File: config.mk
export PLATFORM = sky130hd
export DESIGN_NAME = timer_responder_flat
export DESIGN_NICKNAME = d
export VERILOG_FILES = /design/src/rtl/timer_responder_if.sv /design/src/rtl/timer_responder.sv /design/src/flat_wrapper.sv
export SDC_FILE = /design/constraint.sdc
export NUM_CORES = 1
export LEC_CHECK = 0
export CORE_MARGIN = 2
export CORE_UTILIZATION = 45
export CTS_CLUSTER_SIZE = 25
export DETAILED_ROUTE_END_ITERATION = 8
export GPL_TIMING_DRIVEN = 0
export PLACE_DENSITY = 0.86
export SLEW_MARGIN = 0
export SYNTH_ARGS = -nofsm -noshare
export SYNTH_HDL_FRONTEND = slang
export SYNTH_SLANG_ARGS = --single-unit
File: constraint.sdc
create_clock -name clk -period 2.85 [get_ports clk]
set_clock_uncertainty 0.15 [all_clocks]
set_input_delay 0.4275 -clock clk [delete_from_list [all_inputs] [get_ports clk]]
set_output_delay 0.4275 -clock clk [all_outputs]
set_load 0.05 [all_outputs]
File: src/rtl/timer_responder_if.sv
// Bus between the CPU memory stage and the countdown timer, plus the
// interrupt request the timer raises toward CP0.
interface timer_responder_if;
  logic [31:0] addr;
  logic        we;
  logic [3:0]  byteen;
  logic [31:0] wdata;
  logic [31:0] rdata;
  logic        hit;
  logic        irq;

  modport master (
    output addr, we, byteen, wdata,
    input  rdata, hit, irq
  );

  modport slave (
    input  addr, we, byteen, wdata,
    output rdata, hit, irq
  );
endinterface

File: src/rtl/timer_responder.sv
// Memory-mapped countdown timer: CTRL/PRESET/COUNT in a 16-byte window,
// one-shot or auto-reload operation, level interrupt gated by CTRL.IM.
module timer_responder #(
  parameter logic [31:0] BASE_ADDR = 32'h0000_7F00
) (
  input logic               clk,
  input logic               reset,
  timer_responder_if.slave  bus
);

  typedef enum logic [1:0] {
    ST_IDLE = 2'd0,
    ST_LOAD = 2'd1,
    ST_CNT  = 2'd2,
    ST_INT  = 2'd3
  } state_e;

  state_e      state_q, state_d;
  logic [3:0]  ctrl_q, ctrl_d;
  logic [31:0] preset_q, preset_d;
  logic [31:0] count_q, count_d;
  logic        irq_flag_q, irq_flag_d;

  logic        hit;
  logic [1:0]  sel;
  logic        wr_en;
  logic        wr_ctrl;
  logic        wr_preset;
  logic        en;
  logic [1:0]  mode;
  logic        im;
  logic        reload_mode;
  logic [31:0] ctrl_merged;

  function automatic logic [31:0] merge(input logic [31:0] old_v,
                                        input logic [31:0] new_v,
                                        input logic [3:0]  be);
    logic [31:0] r;
    r = old_v;
    for (int unsigned i = 0; i < 4; i++) begin
      if (be[i]) r[8*i +: 8] = new_v[8*i +: 8];
    end
    return r;
  endfunction

  assign hit         = (bus.addr[31:4] == BASE_ADDR[31:4]);
  assign sel         = bus.addr[3:2];
  assign wr_en       = bus.we & hit & (|bus.byteen);
  assign wr_ctrl     = wr_en & (sel == 2'd0);
  assign wr_preset   = wr_en & (sel == 2'd1);
  assign en          = ctrl_q[0];
  assign mode        = ctrl_q[2:1];
  assign im          = ctrl_q[3];
  assign reload_mode = (mode == 2'b01);
  assign ctrl_merged = merge({28'b0, ctrl_q}, bus.wdata, bus.byteen);

  always_ff @(posedge clk) begin
    if (!reset) begin
      state_q    <= ST_IDLE;
      ctrl_q     <= '0;
      preset_q   <= '0;
      count_q    <= '0;
      irq_flag_q <= 1'b0;
    end else begin
      state_q    <= state_d;
      ctrl_q     <= ctrl_d;
      preset_q   <= preset_d;
      count_q    <= count_d;
      irq_flag_q <= irq_flag_d;
    end
  end

  always_comb begin
    state_d = state_q;
    unique case (state_q)
      ST_IDLE: if (en) state_d = ST_LOAD;
      ST_LOAD: state_d = ST_CNT;
      ST_CNT: begin
        if (!en)                   state_d = ST_IDLE;
        else if (count_q <= 32'd1) state_d = ST_INT;
      end
      ST_INT:  state_d = ST_IDLE;
      default: state_d = ST_IDLE;
    endcase
  end

  always_comb begin
    ctrl_d     = ctrl_q;
    preset_d   = preset_q;
    count_d    = count_q;
    irq_flag_d = irq_flag_q;

    unique case (state_q)
      ST_LOAD: count_d = preset_q;
      ST_CNT: begin
        if (en) begin
          if (count_q > 32'd1) begin
            count_d = count_q - 32'd1;
          end else begin
            count_d    = '0;
            irq_flag_d = 1'b1;
          end
        end
      end
      ST_INT: begin
        if (reload_mode) irq_flag_d = 1'b0;
        else             ctrl_d[0]  = 1'b0;
      end
      default: ;
    endcase

    // CPU writes are applied last so they override the FSM's EN clear and flag set.
    if (wr_ctrl) begin
      ctrl_d     = ctrl_merged[3:0];
      irq_flag_d = 1'b0;
    end
    if (wr_preset) preset_d = merge(preset_q, bus.wdata, bus.byteen);
  end

  always_comb begin
    bus.hit   = hit;
    bus.irq   = im & irq_flag_q;
    bus.rdata = '0;
    if (hit) begin
      unique case (sel)
        2'd0:    bus.rdata = {28'b0, ctrl_q};
        2'd1:    bus.rdata = preset_q;
        2'd2:    bus.rdata = count_q;
        default: bus.rdata = '0;
      endcase
    end
  end

endmodule

File: src/flat_wrapper.sv
// flat-port wrapper written by rule: the top's interface ports become plain ports
module timer_responder_flat 
#(
  parameter logic [31:0] BASE_ADDR = 32'h0000_7F00
)
  (clk, reset, bus_addr, bus_we, bus_byteen, bus_wdata, bus_rdata, bus_hit, bus_irq);
  timer_responder_if bus_i ();
  input logic clk;
  input logic reset;
  input wire logic [$bits(bus_i.addr)-1:0] bus_addr;
  input wire logic [$bits(bus_i.we)-1:0] bus_we;
  input wire logic [$bits(bus_i.byteen)-1:0] bus_byteen;
  input wire logic [$bits(bus_i.wdata)-1:0] bus_wdata;
  output wire logic [$bits(bus_i.rdata)-1:0] bus_rdata;
  output wire logic [$bits(bus_i.hit)-1:0] bus_hit;
  output wire logic [$bits(bus_i.irq)-1:0] bus_irq;
  assign bus_i.addr = bus_addr;
  assign bus_i.we = bus_we;
  assign bus_i.byteen = bus_byteen;
  assign bus_i.wdata = bus_wdata;
  assign bus_rdata = bus_i.rdata;
  assign bus_hit = bus_i.hit;
  assign bus_irq = bus_i.irq;
  timer_responder #(.BASE_ADDR(BASE_ADDR)) u_core (.clk(clk), .reset(reset), .bus(bus_i));
endmodule
==> results of run 1 <==
## repair_timing
action                                  4_1_cts  5_1_grt
pin swaps                                    14       13
resized for setup                           310       22
cloned                                        5        0
buffers inserted                              4        7
endpoints found under the setup margin       94       54
## worst max-delay path: stages (launching register included)
cell and delay [ps]:
sky130_fd_sc_hd__dfxtp_4 360, sky130_fd_sc_hd__or4_4 550, sky130_fd_sc_hd__or4_4 460, sky130_fd_sc_hd__or4_4 630, sky130_fd_sc_hd__nand2_8 130, sky130_fd_sc_hd__buf_8 140
sky130_fd_sc_hd__nand2_2 70, sky130_fd_sc_hd__a41o_1 230
## where the power goes
part           internal (uW)  switching (uW)  leakage, uW
clock network            603             426     0.000122
registers                989     0.000000188     0.000574
logic                   86.0            78.0      0.00168
## area by class of cell
type	instances	area [um^2]
tap	111	139
buffer	40	246
clock inverter	6	108
clock buffer	10	138
sequential	71	1430
fill	788	2980
inverter	8	30.0
multi-input combinational	439	2890
timing repair buffer	115	1150
## per-layer routing
layer / up-vias / part of all wire [%] / wire length (um) / GRT usage [%]
li1: 2333 / - / - / -
met4: 0 / 2.9 / 481 / 13.7
met1: 2443 / 40 / 6560 / 42.5
met3: 54 / 11 / 1860 / 5.71
met2: 357 / 46 / 7700 / 51.8
met5: - / 0 / 0 / 0
## registers in the layout, indices dropped and copies added (netlist names)
register           cells
u_core.count_q        32
u_core.ctrl_q          4
u_core.irq_flag_q      1
u_core.preset_q       32
u_core.state_q         2
## stage by stage
stage | setup TNS, ps | std cells | utilization, %
floorplan | -78.3 | 560 | -
finish | 0 | 800 | 67.3
global route | -230 | 800 | 67.3
detailed placement | -62570 | 771 | 60.8
global placement | -57890 | 771 | 60.8
CTS | -9.94 | 793 | 66.3
## cell families after synthesis
family	share of synthesized area, %
AND/OR/NAND/NOR	31.7
AO/OA/AOI/OAI	23.7
flip-flops	34.2
buffers and inverters	5.02
multiplexers	4.84
adder cells (fa/ha/maj)	0.602
## synthesized netlist by cell type (all sizes together), types with 11 or more instances
master / n / share of area (%)
nand2: 58 / 5.5
o21ai: 45 / 5.4
clkbuf: 36 / 3.2
nor3: 11 / 1.3
nor4: 14 / 2.4
nand3: 43 / 5.2
nor2: 76 / 6.9
nand4: 11 / 1.7
dfxtp: 71 / 34
mux2i: 19 / 4.6
a21oi: 29 / 3.5
a22oi: 31 / 5.6
or4: 12 / 2.4
## final timing paths
path                                          start                   to  slack (ps)  depth (start not counted)
worst max-delay path             u_core.count_q[18]   u_core.count_q[25]          30                          7
worst min-delay path            u_core.preset_q[10]  u_core.preset_q[10]         350                          2
worst max register to register   u_core.count_q[18]   u_core.count_q[25]          30                          7
worst min register to register  u_core.preset_q[10]  u_core.preset_q[10]         350                          2
==> out/results.txt, run 1 <==
The flow ran to the end, and the final reports show no timing, DRC or antenna violations. The sum of routed wire length over all layers is 16600 um. The netlist area before placement was 4160 um^2. The remaining design rule violation count came out at 0. The root buffer cell chosen for the clock tree is sky130_fd_sc_hd__clkbuf_8. In the final layout, the share of cells above drive strength 1 is 22.4%.

The antenna diode count was 0; the number of top-level design ports was 105. From left edge to right edge, the die measures 100 um. At the placement stage, the worst setup path has a slack of -1190 ps.

In the finished design, the share of the clock period the worst path needs comes to 99.1%. The tools report the overall via count from detail_route as 5187. The tool flagged a number of max-cap violations equal to 0.

The first global-routing pass estimated 25200 um of wire. The tools report the post-route worst setup slack as 25.2 ps. The number of clock buffers inserted by TritonCTS was 9. Yosys mapped a number of flops with a built-in enable equal to 0. The HPWL after detailed placement is 11400 um.

The instance area after placement was 5540 um^2; the count of input and output buffers was 100. The routed wire length per instance was 20.8 um; the number of levels the H-tree was split into was 3. Summing the sequential cell areas from Yosys gives 34.2% of the chip area. Number of rows in the core area: 35. Buffers inserted to repair hold after CTS numbered 0. Entering global routing, the biggest net connects 13 pins. The count of nets left with antenna violations once routing finished came out at 0. TritonCTS built the clock tree. VDD sags by at most 0.309 mV. Hold is met by 349 ps. In this run, distinct cell masters in the synthesized netlist total 55. For the worst setup path, the data required time is 2960 ps. The die extent in y is 100 um. After global routing the overflow that remains totals 0. The final count of hold timing violations is 0. The run gives 71 as the number of clock sinks seen by CTS. For the finished layout, the period the worst path requires is 2820 ps. Setup repair after global routing could not meet its margin everywhere. The worst hold path class was register to register. In this run, the number of DRC markers left after iteration 0 of detailed routing was 656. The number of setup violations in the final report was 0. The run gives 0 as the number of antenna violations at the first check in global routing. Post-route cell area: 6130 um^2. The run gives 10000 um^2 as the floorplan die area. Critical setup path kind: register to register. The synthesized design contains 71 register bits. A synthesized cell averages 7.43 um^2. The run gives 2940 ps as the critical path arrival. In the layout the commonest cells are sky130_fd_sc_hd__dfxtp_1, sky130_fd_sc_hd__nand2_1, sky130_fd_sc_hd__clkdlybuf4s50_1, sky130_fd_sc_hd__nor2_1.

The initial utilization of the core area, before any placement, comes to 45.7%. The tools report the total power of the final layout as 2180 uW. The library cell used most frequently in the layout, excluding fill and tap cells, is sky130_fd_sc_hd__dfxtp_1. The number of pins exceeding their max-slew limit in the final report was 0; the power per cell area was 356 nW/um^2. The worst slew margin relative to its limit was 28.1%; the final-stage net count was 757. Of all nets on the critical path, the largest fanout is 6. The area growth from synthesis to layout was 47.4%; the timing-limited maximum frequency was 354 MHz. For this run, the number of Yosys warnings is 0. Number of nets produced by synthesis: 633. Number of global-route vias before repair: 4769. The run gives 9110 um^2 as the core box area.

The launching element type of the critical path was a register. The tools report the total global routing track utilization as 32.2%. Routed via count divided by cell count: 6.48. The maximum number of buffers from clock root to sink is 2, and the routability-driven placement congestion ratio is 1.03. The actual slew at the worst max-slew pin is 1070 ps. Counting flops with an async set or reset pin after synthesis yields a share of 0%. The worst setup path is captured at a register. Clock-pin slew was measured on the worst setup and hold paths at 80 ps. The first detailed-routing pass took 8 iterations. The prevailing post-synth register cell was sky130_fd_sc_hd__dfxtp_1. The static leakage is 0.00238 uW. At the later pin of the worst-skew pair, clock insertion delay measures 360 ps. The cell count after synthesis came out at 560.
(Power assumes the default switching activity.)
==> inputs of run 2 (changes only) <==
--- a/config.mk
+++ b/config.mk
@@ -5,7 +5,6 @@
 export SDC_FILE = /design/constraint.sdc
 export NUM_CORES = 1
 export LEC_CHECK = 0
-export CORE_MARGIN = 2
 export CORE_UTILIZATION = 45
 export CTS_CLUSTER_SIZE = 25
 export DETAILED_ROUTE_END_ITERATION = 8
==> out/results.txt, run 2 (same netlist as run 1, synthesis figures left out) <==
The final count of hold timing violations is 0, and the net switching power figure is 520 uW. Once layout is complete, the cells apart from fillers number 802. The run gives 0 as the number of antenna-violating nets in the routed design. The flow ran to the end, but the final reports show violations. In this run the clock root is driven by a sky130_fd_sc_hd__clkbuf_8. The run gives 370 ps as the clock insertion delay at the later pin of the skew report. For this design the static power due to leakage is 0.00238 uW. The actual slew at the worst max-slew pin was 955 ps; the share of total power in the clock network was 44.7%. Clock tree synthesis found a total of 71 sinks. The fraction of final layout cells with drive strength greater than 1 was 22.8%.

Across the run, the number of max-cap violations was 0. Global routing used 33.7% of the available tracks. Once placement completed, the tool counted placed cells totaling 768.

In this run the register-to-register setup slack is 10 ps. After layout, the worst path uses 99.7% of the clock period. The most frequent standard cell in the layout excluding fill and tap cells was sky130_fd_sc_hd__dfxtp_1. Post-route worst setup slack: 9.71 ps.

The tools report the sink of the worst hold path as u_core.preset_q[20]. The antenna diode count is 0. In this run the standard cell core region covers 8850 um^2. In this run the tightest slew margin relative to its limit is 35.9%. Before antenna repair, the detailed router went through 8 iterations. The signal on the critical path passes through or4_4 > or4_4 > nor4_4 > nor2_2 > buf_2 > a22oi_1 > o22ai_1. The tools report the type of destination of the critical path as a register. In this run the horizontal extent of the chip is 98.1 um. Among cell families on the critical path, the largest total delay comes from simple AND/OR/NAND/NOR gates.

The critical setup path kind was register to register. Number of rows in the core area: 34. The logs give 0 for the number of antenna violations at the first check in global routing and 1570 uW for the internal cell power. Setup violations remaining at the end of the flow were counted as 0. Net switching is 24.9% of the power.

In this run the worst hold path is classified as register to register. The worst hold path begins at u_core.preset_q[20]. Of all nets on the critical path, the largest fanout is 10. Setup repair after global routing left no endpoint under its margin.

Counting along the longest clock path gives a buffer depth of 2. The worst flop-to-flop path startpoint is u_core.count_q[20]. From bottom edge to top edge, the die measures 98.1 um. The run gives 5530 um^2 as the instance area after placement. The H-tree was split into 3 levels.

For the overall via count from detail_route, the log shows 5143. Critical path arrival: 2900 ps. Global routing finished with a remaining overflow of 0.

Hold repair after CTS inserted 0 buffers. TritonCTS built the clock tree. The die covers 9630 um^2. The run gives 25100 um as the global-route wire length before repair.

The cell with the most instances on the worst path was sky130_fd_sc_hd__or4_4. The worst hold path passes through 2 cells. The number of global-route vias before repair is 4840, and the starting density of the core is 47.0%. Measured in cells, the most critical reg-to-reg path has a length of 7. Timing analysis after detailed placement gives a worst setup slack of -1160 ps. The share of total power dissipated in combinational logic is 8.0%. For the number of pins exceeding their max-slew limit in the final report, the log shows 0. The area growth from synthesis to layout is 47.4%, and the power per cell area is 341 nW/um^2. The run gives 14 as the maximum number of pins on one net before global-route repair. The count of buffering cells on the critical path with inverters included came out at 1. Leaving out fill and tap cells, the most frequent cells in the layout are sky130_fd_sc_hd__dfxtp_1, sky130_fd_sc_hd__nand2_1, sky130_fd_sc_hd__clkdlybuf4s50_1, sky130_fd_sc_hd__nor2_1, sky130_fd_sc_hd__o21ai_0. The launching element type of the critical path was a register. Routability-driven placement finished with a final weighted congestion of 1.00. The largest registers in the layout are u_core.count_q (32), u_core.preset_q (32), u_core.ctrl_q (4). During I/O placement, the number of pins put on the boundary was 105. The run gives 491 as the number of DRC markers after the initial detailed-route iteration. For the worst setup path, the data required time is 2910 ps.

The finished cells cover 6130 um^2. The worst path in the final design needs a cycle of 2840 ps, including I/O delays and setup. Buffers inserted during clock tree synthesis total 9.

Dividing the detail-routed via count by the number of cells gives 6.41. Across the VDD grid, the largest voltage drop is 0.217 mV. The share of the core filled with cells in the final layout came out at 69.3%. In this run, flip-flops and latches consume 47.3% of the power. The run gives 11300 um as the estimated wirelength of the detail-placed design. After clock tree synthesis, the clock-pin slew on the worst setup and hold paths is 90 ps.

The net count of the finished layout is 762. Dividing the detail-routed wire length by the instance count gives 20.5 um. The final reports fail on DRC. Timing would allow up to 352 MHz.

The cell with the biggest individual delay on the critical path was sky130_fd_sc_hd__or4_4. In this run the tool buffered the top-level ports with 100 buffer cells. The largest stage delay on the critical path was 540 ps; the remaining design rule violation count was 10. The endpoint identified for the worst register-to-register timing path is u_core.count_q[6]. For the sum of routed wire length over all layers, the log shows 16500 um.
[run 2: power by group through the flow]
stage / logic (uW) / clock network (uW) / registers, uW
global route: 179 / 976 / 990
floorplan: 47.7 / 0 / 1010
finish: 168 / 935 / 990
CTS: 165 / 923 / 991
detailed placement: 166 / 0 / 1010
global placement: 163 / 0 / 1010
[run 2: layout make-up]
| cell class | instances | area (um^2) |
|---|---|---|
| Clock inverter | 7 | 97.6 |
| Fill cell | 770 | 2720 |
| Tap cell | 108 | 135 |
| Multi-Input combinational cell | 439 | 2900 |
| Timing Repair Buffer | 120 | 1160 |
| Inverter | 8 | 30.0 |
| Clock buffer | 9 | 124 |
| Sequential cell | 71 | 1430 |
| Buffer | 40 | 248 |
[run 2: worst reg2reg max path: stages (launching register included)]
cell                      delay (ps)
sky130_fd_sc_hd__dfxtp_2         330
sky130_fd_sc_hd__or4_4           530
sky130_fd_sc_hd__or4_4           540
sky130_fd_sc_hd__nor4_4          410
sky130_fd_sc_hd__nor2_2          180
sky130_fd_sc_hd__buf_2           250
sky130_fd_sc_hd__a22oi_1         180
sky130_fd_sc_hd__o22ai_1         110
[run 2: repair_timing]
action                                  in CTS  in global routing
setup buffers                                7                  9
endpoints found under the setup margin      95                 63
gates resized for setup                    292                 20
gates cloned                                 5                  0
pin swaps                                   15                 13
[run 2: metal layers]
layer,vias up,GRT usage [%],routed length [um]
met5,-,0,0
met4,0,15.7,558
met3,57,7.80,1750
met2,322,54.8,7640
met1,2421,42.2,6500
li1,2343,-,-
[run 2: how the worst max path moves through the flow]
stage | startpoint | endpoint | slack, ps | cells past startpoint
floorplan | bus_addr[15] | bus_rdata[0] | -40 | 4
global placement | bus_addr[15] | bus_rdata[14] | -1130 | 7
detailed placement | bus_addr[15] | bus_rdata[13] | -1160 | 7
CTS | u_core.count_q[2] | u_core.count_q[24] | -40 | 6
global route | bus_addr[22] | bus_rdata[23] | 5 | 7
finish | u_core.count_q[20] | u_core.count_q[6] | 10 | 7
[run 2: per-stage QoR]
stage	total power (uW)	TNS, ps	hold slack [ps]
4_1_cts	2080	-140	346
6_report	2090	0	341
2_1_floorplan	1060	-78.3	308
5_1_grt	2140	0	371
3_5_place_dp	1180	-60590	335
3_3_place_gp	1180	-57700	323
